**config.mk**
```make
export PLATFORM = sky130hd
export DESIGN_NAME = pkt_tx_ingress_fifo
export DESIGN_NICKNAME = d
export VERILOG_FILES = /design/src/rtl/pkt_tx_pkg.sv /design/src/rtl/pkt_sync_fifo.sv /design/src/rtl/pkt_tx_ingress_fifo.sv
export SDC_FILE = /design/constraint.sdc
export NUM_CORES = 1
export LEC_CHECK = 0
export BUFFER_PORTS_ARGS = -buffer_cell sky130_fd_sc_hd__clkbuf_2
export CAP_MARGIN = 20
export CELL_PAD_IN_SITES_DETAIL_PLACEMENT = 1
export CELL_PAD_IN_SITES_GLOBAL_PLACEMENT = 1
export CORE_MARGIN = 2
export CORE_UTILIZATION = 45
export DETAILED_ROUTE_END_ITERATION = 7
export PLACE_DENSITY_LB_ADDON = 0.1
export SLEW_MARGIN = 20
export SYNTH_ARGS = -nofsm -noshare
export SYNTH_HDL_FRONTEND = slang
export SYNTH_SLANG_ARGS = --single-unit
export TNS_END_PERCENT = 5
```
**constraint.sdc**
```tcl
create_clock -name clk -period 22.8 [get_ports clk]
set_clock_uncertainty 0.2 [all_clocks]
set_input_delay 2.28 -clock clk [delete_from_list [all_inputs] [get_ports clk]]
set_output_delay 2.28 -clock clk [all_outputs]
set_load 0.02 [all_outputs]
```
**src/rtl/pkt_tx_pkg.sv**
```systemverilog
// Shared types for the MAC TX ingress FIFO: framing FSM state, per-entry control flags
// and the byte-count width helper.
package pkt_tx_pkg;

  typedef enum logic {
    IDLE   = 1'b0,
    IN_PKT = 1'b1
  } frame_state_t;

  // Control flags stored alongside each data word. The full FIFO entry is assembled in the
  // top level, because its data and mod widths depend on the instance parameters.
  typedef struct packed {
    logic sop;
    logic eop;
    logic err;
  } entry_ctl_t;

  function automatic int mod_width(input int data_w);
    return $clog2(data_w / 8);
  endfunction

endpackage

```
**src/rtl/pkt_sync_fifo.sv**
```systemverilog
// Generic synchronous FIFO with a combinational read port, so a word written at one edge
// is visible right after that edge. Pointers carry one extra wrap bit.
module pkt_sync_fifo #(
  parameter  int WIDTH = 8,
  parameter  int DEPTH = 16,
  localparam int AW    = $clog2(DEPTH)
) (
  input  logic             clk,
  input  logic             reset_n,
  input  logic             wr_en,
  input  logic [WIDTH-1:0] wr_data,
  input  logic             rd_en,
  output logic [WIDTH-1:0] rd_data,
  output logic [AW:0]      occupancy,
  output logic             full,
  output logic             empty
);

  logic [WIDTH-1:0] mem [DEPTH];
  logic [AW:0]      wr_ptr;
  logic [AW:0]      rd_ptr;
  logic             do_wr;
  logic             do_rd;

  // The pointers are equal at their low bits both when empty and when full; the wrap bit
  // tells the two cases apart.
  assign full      = (wr_ptr[AW] != rd_ptr[AW]) && (wr_ptr[AW-1:0] == rd_ptr[AW-1:0]);
  assign empty     = (wr_ptr == rd_ptr);
  assign occupancy = wr_ptr - rd_ptr;

  // A write is judged against the occupancy before the edge.
  assign do_wr = wr_en & ~full;
  assign do_rd = rd_en & ~empty;

  always_ff @(posedge clk) begin
    if (!reset_n) begin
      wr_ptr <= '0;
      rd_ptr <= '0;
    end else begin
      if (do_wr) wr_ptr <= wr_ptr + 1'b1;
      if (do_rd) rd_ptr <= rd_ptr + 1'b1;
    end
  end

  always_ff @(posedge clk) begin
    if (do_wr) mem[wr_ptr[AW-1:0]] <= wr_data;
  end

  assign rd_data = mem[rd_ptr[AW-1:0]];

endmodule

```
**src/rtl/pkt_tx_ingress_fifo.sv**
```systemverilog
// MAC TX ingress stage: checks host sop/eop framing, buffers words, and drives early
// backpressure (pkt_tx_full). It also keeps saturating packet and error counters.
//
// state  | meaning
// IDLE   | between packets; only a sop word is accepted
// IN_PKT | inside a packet; words are stored until eop
module pkt_tx_ingress_fifo
  import pkt_tx_pkg::*;
#(
  parameter  int DATA_W      = 64,
  parameter  int DEPTH       = 16,
  parameter  int FULL_MARGIN = 2,
  parameter  int CNT_W       = 16,
  localparam int MOD_W       = mod_width(DATA_W)
) (
  input  logic              clk,
  input  logic              reset_n,
  input  logic [DATA_W-1:0] pkt_tx_data,
  input  logic              pkt_tx_sop,
  input  logic              pkt_tx_eop,
  input  logic [MOD_W-1:0]  pkt_tx_mod,
  input  logic              pkt_tx_val,
  output logic              pkt_tx_full,
  output logic [DATA_W-1:0] out_data,
  output logic              out_sop,
  output logic              out_eop,
  output logic [MOD_W-1:0]  out_mod,
  output logic              out_err,
  output logic              out_val,
  input  logic              out_ready,
  output logic [CNT_W-1:0]  pkt_cnt,
  output logic [CNT_W-1:0]  err_cnt,
  output logic              ovf_sticky
);

  localparam int          AW          = $clog2(DEPTH);
  localparam logic [AW:0] FULL_THRESH = (AW+1)'(DEPTH - FULL_MARGIN);

  typedef struct packed {
    logic [DATA_W-1:0] data;
    logic [MOD_W-1:0]  mod;
    entry_ctl_t        ctl;
  } entry_t;

  localparam int ENTRY_W = $bits(entry_t);

  frame_state_t state;
  frame_state_t state_next;
  logic         store_req;
  logic         orphan;
  logic         restart;
  logic         store_ok;
  logic         drop;
  logic         err_evt;
  logic         rd_fire;
  entry_t       wr_entry;
  entry_t       rd_entry;
  logic [AW:0]  occupancy;
  logic [AW:0]  occ_next;
  logic         fifo_full;
  logic         fifo_empty;

  always_comb begin
    state_next = state;
    store_req  = 1'b0;
    orphan     = 1'b0;
    restart    = 1'b0;
    if (pkt_tx_val) begin
      case (state)
        IDLE: begin
          if (pkt_tx_sop) begin
            store_req = 1'b1;
            if (!pkt_tx_eop) state_next = IN_PKT;
          end else begin
            orphan = 1'b1;
          end
        end
        IN_PKT: begin
          store_req = 1'b1;
          restart   = pkt_tx_sop;
          if (pkt_tx_eop) state_next = IDLE;
        end
        default: state_next = IDLE;
      endcase
    end
  end

  // A word dropped on overflow still advances the FSM, so the framing stays in step with
  // the host.
  assign store_ok = store_req & ~fifo_full;
  assign drop     = store_req & fifo_full;
  assign err_evt  = orphan | restart | drop;
  assign rd_fire  = out_val & out_ready;

  always_comb begin
    wr_entry         = '0;
    wr_entry.data    = pkt_tx_data;
    wr_entry.mod     = pkt_tx_mod;
    wr_entry.ctl.sop = pkt_tx_sop;
    wr_entry.ctl.eop = pkt_tx_eop;
    wr_entry.ctl.err = restart;
  end

  pkt_sync_fifo #(
    .WIDTH (ENTRY_W),
    .DEPTH (DEPTH)
  ) u_fifo (
    .clk       (clk),
    .reset_n   (reset_n),
    .wr_en     (store_req),
    .wr_data   (wr_entry),
    .rd_en     (out_ready),
    .rd_data   (rd_entry),
    .occupancy (occupancy),
    .full      (fifo_full),
    .empty     (fifo_empty)
  );

  assign occ_next = occupancy + (AW+1)'(store_ok) - (AW+1)'(rd_fire);

  always_ff @(posedge clk) begin
    if (!reset_n) begin
      state       <= IDLE;
      pkt_tx_full <= 1'b0;
      pkt_cnt     <= '0;
      err_cnt     <= '0;
      ovf_sticky  <= 1'b0;
    end else begin
      state       <= state_next;
      pkt_tx_full <= (occ_next >= FULL_THRESH);
      if (drop) ovf_sticky <= 1'b1;
      if (err_evt && (err_cnt != '1)) err_cnt <= err_cnt + CNT_W'(1);
      if (store_ok && pkt_tx_eop && (pkt_cnt != '1)) pkt_cnt <= pkt_cnt + CNT_W'(1);
    end
  end

  // Force the output fields to zero while nothing is valid, so stale RAM contents never
  // leak onto the bus.
  always_comb begin
    out_val  = ~fifo_empty;
    out_data = '0;
    out_mod  = '0;
    out_sop  = 1'b0;
    out_eop  = 1'b0;
    out_err  = 1'b0;
    if (out_val) begin
      out_data = rd_entry.data;
      out_mod  = rd_entry.mod;
      out_sop  = rd_entry.ctl.sop;
      out_eop  = rd_entry.ctl.eop;
      out_err  = rd_entry.ctl.err;
    end
  end

endmodule

```
After elaboration in Yosys (flattened, before gate mapping)
Memories as Yosys holds them, arrays and structs flattened. A register that Yosys moved wholly into a read port is not among the register bits.
Cells that the tools add are included.
{ "word_totals": {"reg_bits": 45, "n_memories": 1, "latch_bits": 0, "out_inout_bits": 105, "mem_bits_ro": 0, "elab_cells": 53, "mem_bits_rw": 1120, "in_bits": 73} }
{ "op_classes": {"mux": 20, "add_sub_neg": 7, "eq_ne": 5, "n_lt_le_gt_ge": 1, "shift": 0, "bitwise": 8, "n_div": 0, "mul": 0, "reduce_logical": 4} }
{ "mem_list": {"columns": ["memory", "words", "width", "read_ports", "rd_ports_with_merged_regs", "write_ports", "line", "source"], "rows": [
  ["u_fifo.mem", 16, 70, 1, 1, 1, "pkt_sync_fifo.sv:19", "logic [WIDTH-1:0] mem [DEPTH];"]
]} }
{ "op_table": {"columns": ["op", "n"], "rows": [
  ["64-bit two-way mux", 1],
  ["16-bit by 1-bit adder with 16-bit output (second input constant)", 2],
  ["16-bit != test (second input constant)", 2],
  ["1-bit two-way mux", 14],
  ["5-bit by 1-bit adder with 5-bit output (second input constant)", 2],
  ["4-bit two-way mux", 2],
  ["5-bit by 1-bit adder with 5-bit output", 1],
  ["5-bit == test", 1],
  ["5-bit by 4-bit greater-or-equal comparator with 1-bit output (second input constant)", 1],
  ["5-bit by 1-bit subtractor with 5-bit output", 1],
  ["5-bit subtractor", 1],
  ["4-bit == test", 1],
  ["1-bit logical AND", 4],
  ["1-bit case mux with 2 select lines", 2],
  ["1-bit bitwise AND", 3],
  ["3-bit two-way mux", 1],
  ["1-bit NOT", 3],
  ["1-bit OR", 2],
  ["1-bit != test", 1]
]} }

Logic depth before layout (Yosys ltp)
Gate-level depths: netlist (run 1).
{ "depth": {"ltp_word": 7, "ltp_mapped": 13, "depth_no_buf": 12} }

Hierarchy
A second synthesis (run 1) with hierarchy kept.
{ "hier_totals": {"hier_cells": 2112, "hier_area_um2": 45062.0} }
{ "modules_own_cells": {"columns": ["mod", "area_per_inst_um2", "instances", "cells_each", "seq_area_each_um2"], "rows": [
  ["pkt_sync_fifo", 42672.2, 1, 1813, 33912.5],
  ["pkt_tx_ingress_fifo", 2389.8, 1, 299, 700.7]
]} }

Least setup slack after synthesis (run 1)
Ideal clock, no wire load.
{ "synth_path": {"kind": "in2reg", "from": "input pkt_tx_val", "to": "memory u_fifo.mem[3][0] (netlist name) (enable)", "cell_stages": 6, "required_time_ns": 22.016, "n_path_buf": 1, "setup_ns": 0.584, "setup_slack_ns": 14.214, "t_arrival_ns": 7.802, "path_cell_list": "clkbuf_2 -> o21a_1 -> o41ai_4 -> inv_2 -> nand2_1 -> nor3_1"} }
{ "synth_between": {"elab_chain_len": 4} }
{ "synth_lines": {"columns": ["element", "line", "source"], "rows": [
  ["start: declaration", "pkt_tx_ingress_fifo.sv:22", "input logic pkt_tx_val,"],
  ["1-bit two-way mux", "pkt_tx_ingress_fifo.sv:68", "if (pkt_tx_val) begin"],
  ["1-bit bitwise AND", null, null],
  ["named net store_ok", "pkt_tx_ingress_fifo.sv:52", "logic store_ok;"],
  ["1-bit two-way mux", "pkt_sync_fifo.sv:46", "if (do_wr) mem[wr_ptr[AW-1:0]] <= wr_data;"],
  ["1-bit two-way mux (implied by the code)", "pkt_sync_fifo.sv:46", null],
  ["end: declaration", "pkt_sync_fifo.sv:19", null]
]} }
The timed path passes the listed nets, and every way through them passes these cells.

==> results of run 1 <==
[through the flow]
stage	util, %	hold slack (ns)
2_1_floorplan	-	0.2901
5_1_grt	51.85	0.3315
4_1_cts	51.82	0.2949
3_5_place_dp	47.93	0.2871
3_3_place_gp	47.91	0.2697
6_report	51.85	0.2939
[power by group through the flow]
| stage | Combinational (uW) | Clock (uW) | Sequential [uW] |
|---|---|---|---|
| after detailed placement | 505 | 0 | 2430 |
| after CTS | 506 | 1950 | 2390 |
| after global placement | 494 | 0 | 2430 |
| after global routing | 535 | 2030 | 2390 |
| final | 495 | 1910 | 2390 |
| after floorplan | 350 | 0 | 2420 |
[Yosys cell counts, types with 19 or more instances]
master,instances,area [sq um]
edfxtp_1,1120,33630
mux4_2,280,6306
a22oi_1,140,1051
a21oi_1,87,435.4
clkbuf_1,73,274.0
dfxtp_1,49,980.9
nor2_1,37,138.9
nand2_1,26,97.59
buf_2,22,110.1
nand3_1,19,95.09
xnor2_1,19,166.4
[metal layers]
metal / up-vias / track usage, % / routed length, um
li1: 9089 / - / -
met1: 11850 / 30.13 / 46690
met2: 618 / 36.64 / 55230
met3: 157 / 4.083 / 6377
met4: 10 / 5.424 / 2006
met5: - / 0 / 57
[worst register-to-register path, cell delays in order, from the launching register on]
cell,delay (ns)
dfxtp_1,0.59
inv_1,0.18
ha_1,0.40
nand2_1,0.25
o41ai_4,1.01
inv_2,0.25
fa_1,0.51
fa_1,0.45
ha_1,0.23
fa_1,0.44
xor2_1,0.16
nand3_1,0.09
a21oi_1,0.24
[final timing paths]
| check | startpoint | to | slack [ns] | cells after the start |
|---|---|---|---|---|
| max reg2reg | u_fifo.wr_ptr[2]$_SDFFE_PN0P_ | pkt_tx_full$_SDFF_PN0_ | 17.71 | 12 |
| max | register | out_eop | 15.77 | 6 |
| min | pkt_cnt[1]$_SDFFE_PN0P_ | pkt_cnt[1]$_SDFFE_PN0P_ | 0.29 | 2 |
| min reg2reg | pkt_cnt[1]$_SDFFE_PN0P_ | pkt_cnt[1]$_SDFFE_PN0P_ | 0.29 | 2 |
[cells by family after synthesis]
kind of cell    after synthesis
xor+xnor                     29
buf+inv                     128
fa+ha+maj                    18
simple gates                148
mux                         283
compound gates              254
flops                      1169
[final cells by class]
type	count	area (sq um)
well taps	1287	1610
diodes	1	2.502
flip-flops and latches	1169	34620
inverters	16	62.56
clock inverters	70	668.1
clock buffers	149	3154
fillers	8580	47250
multi-input cells	732	9484
repair buffers	222	1277
[registers in the layout, indices dropped and copies added, names as in the netlist, named ones only]
name,count
u_fifo.mem,1120
err_cnt,16
pkt_cnt,16
u_fifo.rd_ptr,5
u_fifo.wr_ptr,5
ovf_sticky,1
pkt_tx_full,1
state,1
==> flow_metrics.env, run 1 <==
export IMPL_power_switching_uw=1095
export IMPL_power_density_nw_per_um2=94.23
export IMPL_syn_area_per_cell_sq_um=21.92
export IMPL_area_growth_synth_to_final_pct=14.38
export IMPL_grt_total_usage_pct=21.97
export IMPL_dpl_hpwl_um=55660
export IMPL_nets=2351
export IMPL_required_ns=20.32
export IMPL_critPathSlowestCell="dfxtp_4"
export IMPL_timing_fmax_mhz=142.3
export IMPL_cts_root_buf="clkbuf_16"
export IMPL_startpoint_type="register"
export IMPL_critPathTopFamily="buffers and inverters"
export IMPL_min_period_over_period_pct=30.82
export IMPL_placed_area_sq_um=47030
export IMPL_synth_distinct_cells=49
export IMPL_finalSetupViolations=0
export IMPL_clkPwrFrac_pct=39.9
export IMPL_finalInstanceArea_sq_um=50880
export IMPL_synthAdderAreaFrac_pct=0.5569
export IMPL_globalplace_congestion=0.7403
export IMPL_finalNonFillerCells=3646
export IMPL_p_leak_uw=0.01581
export IMPL_cts_resized=0
export IMPL_first_pass_iters=5
export IMPL_num_vias=21730
export IMPL_worstMarginPinSlew_ns=1.245
export IMPL_dieArea_sq_um=101400
export IMPL_synth_compound_area_share_pct=3.870
export IMPL_cts_htree_levels=3
export IMPL_clkTransAtPathRegs_ns=0.06
export IMPL_cp_arrival_ns=4.55
export IMPL_row_count=115
export IMPL_synth_mux_area_fraction_pct=14.24
export IMPL_pwr_share_comb_pct=10.3
export IMPL_fp_dieW_um=318.4
export IMPL_slowest_delay_ns=0.89
export IMPL_clkSinkCount=1169
export IMPL_async_flop_share_pct=0
export IMPL_grt_pass1_wl_um=161700
export IMPL_initial_core_util_pct=45.33
export IMPL_crit_fanout=109
export IMPL_worst_slack_ns=15.77
export IMPL_status="finished, final reports clean"
export IMPL_rsz0062_at_grt="no"
export IMPL_slew_viol_final=0
export IMPL_slew_headroom_pct=17.02
export IMPL_dieHeight_um=318.4
export IMPL_numCtsBuffers=119
export IMPL_grt_ovfl_total=0
export IMPL_cts_hold_buf=0
export IMPL_portBuffers=177
export IMPL_setup_tns_ns=0
export IMPL_hold_viol_final=0
export IMPL_ys_warn_count=0
export IMPL_synth_edf_count=1120
export IMPL_pre_cts_ws_ns=16.18
export IMPL_ios=178
export IMPL_wl_per_cell_um=30.27
export IMPL_cts_setup_buffers=0
export IMPL_synth_ff_type="edfxtp_1"
export IMPL_crit_type="reg2out"
export IMPL_drive_above_1_share_pct=29.60
export IMPL_crit_chain="buf_12, buf_4, mux4_2, a22oi_1, a21oi_1, clkbuf_2"
export IMPL_dpl_cell_count=3425
export IMPL_clock_path_buffers=3
export IMPL_min_period_ns=7.026
export IMPL_antenna_found_initial=9
export IMPL_final_cell_mix="edfxtp_1, mux4_2, clkbuf_2"
export IMPL_syn_num_nets=2120
export IMPL_post_drt_via_cell_ratio=5.959
export IMPL_p_seq_share_pct=49.8
export IMPL_ys_ff_latch=1169
export IMPL_synthXorXnorAreaFrac_pct=0.6047
export IMPL_drc=0
export IMPL_grt_pass1_vias=23600
export IMPL_core_sq_um=98130
export IMPL_synth_simple_area_share_pct=1.744
export IMPL_crit_path_end_kind="output pin"
export IMPL_ir_drop_mv=0.07148
export IMPL_min_path_type="reg2reg"
export IMPL_grt_max_degree=155
export IMPL_synth_area_sq_um=44480
export IMPL_totalWireLength_um=110400
export IMPL_clkLatencyLatePin_ns=0.70
export IMPL_seq_area_frac_synth_pct=77.81
export IMPL_final_common_cell="edfxtp_1"
export IMPL_p_sw_share_pct=22.84
export IMPL_p_int_uw=3699
export IMPL_ant_nets=0
export IMPL_synth_top_family_by_area="multiplexers"
export IMPL_netlist_instances=2029
export IMPL_power_total_uw=4794
export IMPL_cap_violations=0
export IMPL_drt_iter0_drc=1966
export IMPL_crit_buf_inv=3
export IMPL_cts_tree="done"
Note: power is estimated with default switching activity, not from simulation.
==> run 2: changes to the inputs <==
--- a/config.mk
+++ b/config.mk
@@ -5,6 +5,7 @@
 export SDC_FILE = /design/constraint.sdc
 export NUM_CORES = 1
 export LEC_CHECK = 0
+export ABC_AREA = 1
 export BUFFER_PORTS_ARGS = -buffer_cell sky130_fd_sc_hd__clkbuf_2
 export CAP_MARGIN = 20
 export CELL_PAD_IN_SITES_DETAIL_PLACEMENT = 1
==> constraint.sdc (replaced) <==
create_clock -name clk -period 7.2 [get_ports clk]
set_clock_uncertainty 0.2 [all_clocks]
set_input_delay 0.72 -clock clk [delete_from_list [all_inputs] [get_ports clk]]
set_output_delay 0.72 -clock clk [all_outputs]
set_load 0.02 [all_outputs]
==> flow_metrics.env, run 2 <==
export IMPL_initial_core_util_pct=45.27
export IMPL_hold_depth=3
export IMPL_crit_fanout=180
export IMPL_ys_warn_count=0
export IMPL_synth_distinct_cells=31
export IMPL_cap_violations=0
export IMPL_nets=3879
export IMPL_drive_above_1_share_pct=10.67
export IMPL_setup_tns_ns=0
export IMPL_row_count=118
export IMPL_grt_pass1_wl_um=201800
export IMPL_synthAdderAreaFrac_pct=0.5296
export IMPL_worstMarginPinSlew_ns=1.122
export IMPL_finalInstanceArea_sq_um=52610
export IMPL_ir_drop_mv=0.2007
export IMPL_ff_latch_area_sq_um=34630
export IMPL_area_growth_synth_to_final_pct=12.46
export IMPL_dpl_hpwl_um=66560
export IMPL_core_sq_um=103300
export IMPL_totalWireLength_um=134300
export IMPL_power_total_uw=15420
export IMPL_cts_htree_levels=3
export IMPL_cts_hold_buf=0
export IMPL_cts_tree="done"
export IMPL_fp_dieW_um=326.4
export IMPL_dieHeight_um=326.4
export IMPL_met2_usage_pct=42.07
export IMPL_wl_per_cell_um=25.52
export IMPL_antenna_found_initial=10
export IMPL_p_leak_uw=0.01695
export IMPL_required_ns=6.28
export IMPL_clock_path_buffers=3
export IMPL_synth_area_sq_um=46780
export IMPL_ys_ff_latch=1169
export IMPL_synth_top_area_cell="edfxtp_1"
export IMPL_ant_nets=0
export IMPL_min_delay_worst_endpoint="u_fifo.rd_ptr[4]$_SDFFE_PN0P_"
export IMPL_syn_num_nets=3780
export IMPL_cts_resized=0
export IMPL_power_density_nw_per_um2=293.0
export IMPL_num_vias=30590
export IMPL_grt_max_degree=191
export IMPL_r2r_slack_ns=3.19
export IMPL_min_delay_start="out_ready"
export IMPL_timing_fmax_mhz=186.2
export IMPL_nFillCells=10480
export IMPL_slew_headroom_pct=25.02
export IMPL_syn_area_per_cell_sq_um=12.68
export IMPL_drc=0
export IMPL_dpl_cell_count=5045
export IMPL_synth_simple_area_share_pct=10.42
export IMPL_placed_area_sq_um=48960
export IMPL_synth_mux_area_fraction_pct=0
export IMPL_largest_reg_flops=1120
export IMPL_numCtsBuffers=121
export IMPL_synth_ff_type="edfxtp_1"
export IMPL_min_period_over_period_pct=74.59
export IMPL_dieArea_sq_um=106600
export IMPL_startpoint_type="register"
export IMPL_rsz0062_at_grt="no"
export IMPL_grt_ovfl_total=0
export IMPL_ios=178
export IMPL_slew_viol_final=0
export IMPL_crit_type="reg2out"
export IMPL_status="finished, final reports clean"
export IMPL_synth_compound_area_share_pct=11.80
export IMPL_synth_top_area_share_pct=71.89
export IMPL_grt_pass1_vias=32290
export IMPL_min_period_ns=5.370
export IMPL_r2r_start="u_fifo.wr_ptr[2]$_SDFFE_PN0P_"
export IMPL_top_usage_layer="met2"
export IMPL_cts_setup_buffers=0
export IMPL_grt_use_met3_pct=3.643
export IMPL_grt_total_usage_pct=25.07
export IMPL_netlist_instances=3689
export IMPL_first_pass_iters=5
export IMPL_hold_viol_final=0
export IMPL_synthXorXnorAreaFrac_pct=0.5215
export IMPL_use_met1_pct=33.79
export IMPL_synth_most_common_cell="edfxtp_1"
export IMPL_synth_edf_count=1120
export IMPL_r2r_worst_path_cells=10
export IMPL_portBuffers=177
export IMPL_post_drt_via_cell_ratio=5.812
export IMPL_clkLatencyLatePin_ns=0.70
export IMPL_final_common_cell="edfxtp_1"
export IMPL_final_cell_mix="edfxtp_1, nor2_1, o21ai_0"
export IMPL_r2r_end="u_fifo.mem[8][51]$_DFFE_PP_"
export IMPL_clkTransAtPathRegs_ns=0.06
export IMPL_async_flop_share_pct=0
export IMPL_multi_input_area_sq_um=11010
export IMPL_globalplace_congestion=0.7794
export IMPL_seq_area_frac_synth_pct=73.99
export IMPL_synth_top_family_by_area="compound AO/OA/AOI/OAI gates"
export IMPL_netlist_top_cells_count="edfxtp_1, nor2_1, o21ai_0"
export IMPL_finalSetupViolations=0
export IMPL_finalNonFillerCells=5263
export IMPL_crit_path_end_kind="output pin"
export IMPL_cp_arrival_ns=4.45
export IMPL_min_path_type="in2reg"
export IMPL_cts_root_buf="clkbuf_16"
export IMPL_clkSinkCount=1169
export IMPL_netlist_top_cells_area="edfxtp_1, nor2_1, o21ai_0"
export IMPL_drt_iter0_drc=2804
## run 2: changes by cell type after synthesis, moves of 21 or more
cell	previous run	this run
a21oi_1	87	113
mux4_2	280	0
nor2_1	37	899
buf_4	1	22
o211ai_1	1	280
a22oi_1	140	0
clkbuf_1	73	149
nand3_1	19	179
o21ai_0	7	421
o21ai_1	0	148
nand2_1	26	123
## run 2: routing by layer
metal	wire length, um	share of wire [%]
met3	6793	5.1
met1	58190	43
met4	3359	2.5
met2	65950	49
met5	44	0.033
## run 2: critical path, stage by stage (launching register included)
cell and delay, ns:
dfxtp_4 0.81, buf_4 0.76, buf_12 0.61, nor2_1 0.13, nor2_1 0.16, o21ai_0 0.14
o211ai_1 0.12, nand3_1 0.09, a21oi_1 0.37, clkbuf_2 0.25
## run 2: layout make-up
class | instances | area share (%)
Antenna cell | 4 | 0.01903
Clock buffer | 154 | 6.072
Clock inverter | 60 | 0.8348
Inverter | 42 | 0.3448
Multi-Input combinational cell | 2230 | 20.93
Sequential cell | 1169 | 65.82
Tap cell | 1380 | 3.282
Timing Repair Buffer | 224 | 2.702
## run 2: power breakdown
group	internal [uW]	switching, uW	leakage (uW)	total, uW
registers	7500	46.5	0.0105	7550
logic	536	1480	0.00468	2020
clock network	3310	2540	0.00177	5850
total	11300	4070	0.0169	15400
## run 2: logic make-up after synthesis
group                      Yosys count
DFF                               1169
AOI/OAI and AO/OA                  963
and+or+nand+nor                   1222
xor gates and xnor gates            27
adders and majority gates           18
buffers and inverters              290
## run 2: worst max-delay path by stage
stage / slack [ns] / startpoint / endpoint
2_1_floorplan: 2.17 / pkt_tx_sop / u_fifo.mem[11][0]$_DFFE_PP_
3_3_place_gp: 2.59 / register / out_data[63]
3_5_place_dp: 2.55 / register / out_data[63]
4_1_cts: 1.77 / register / out_data[63]
5_1_grt: 1.51 / register / out_data[63]
6_report: 1.83 / register / out_data[28]
## run 2: per-stage QoR
step	hold WS (ns)	utilization, %	worst slack (ns)
after floorplan	0.2568	-	2.166
after global placement	0.2732	47.35	2.587
after detailed placement	0.2994	47.37	2.552
after CTS	0.1168	50.89	1.769
after global routing	0.1604	50.90	1.507
final	0.1463	50.91	1.830
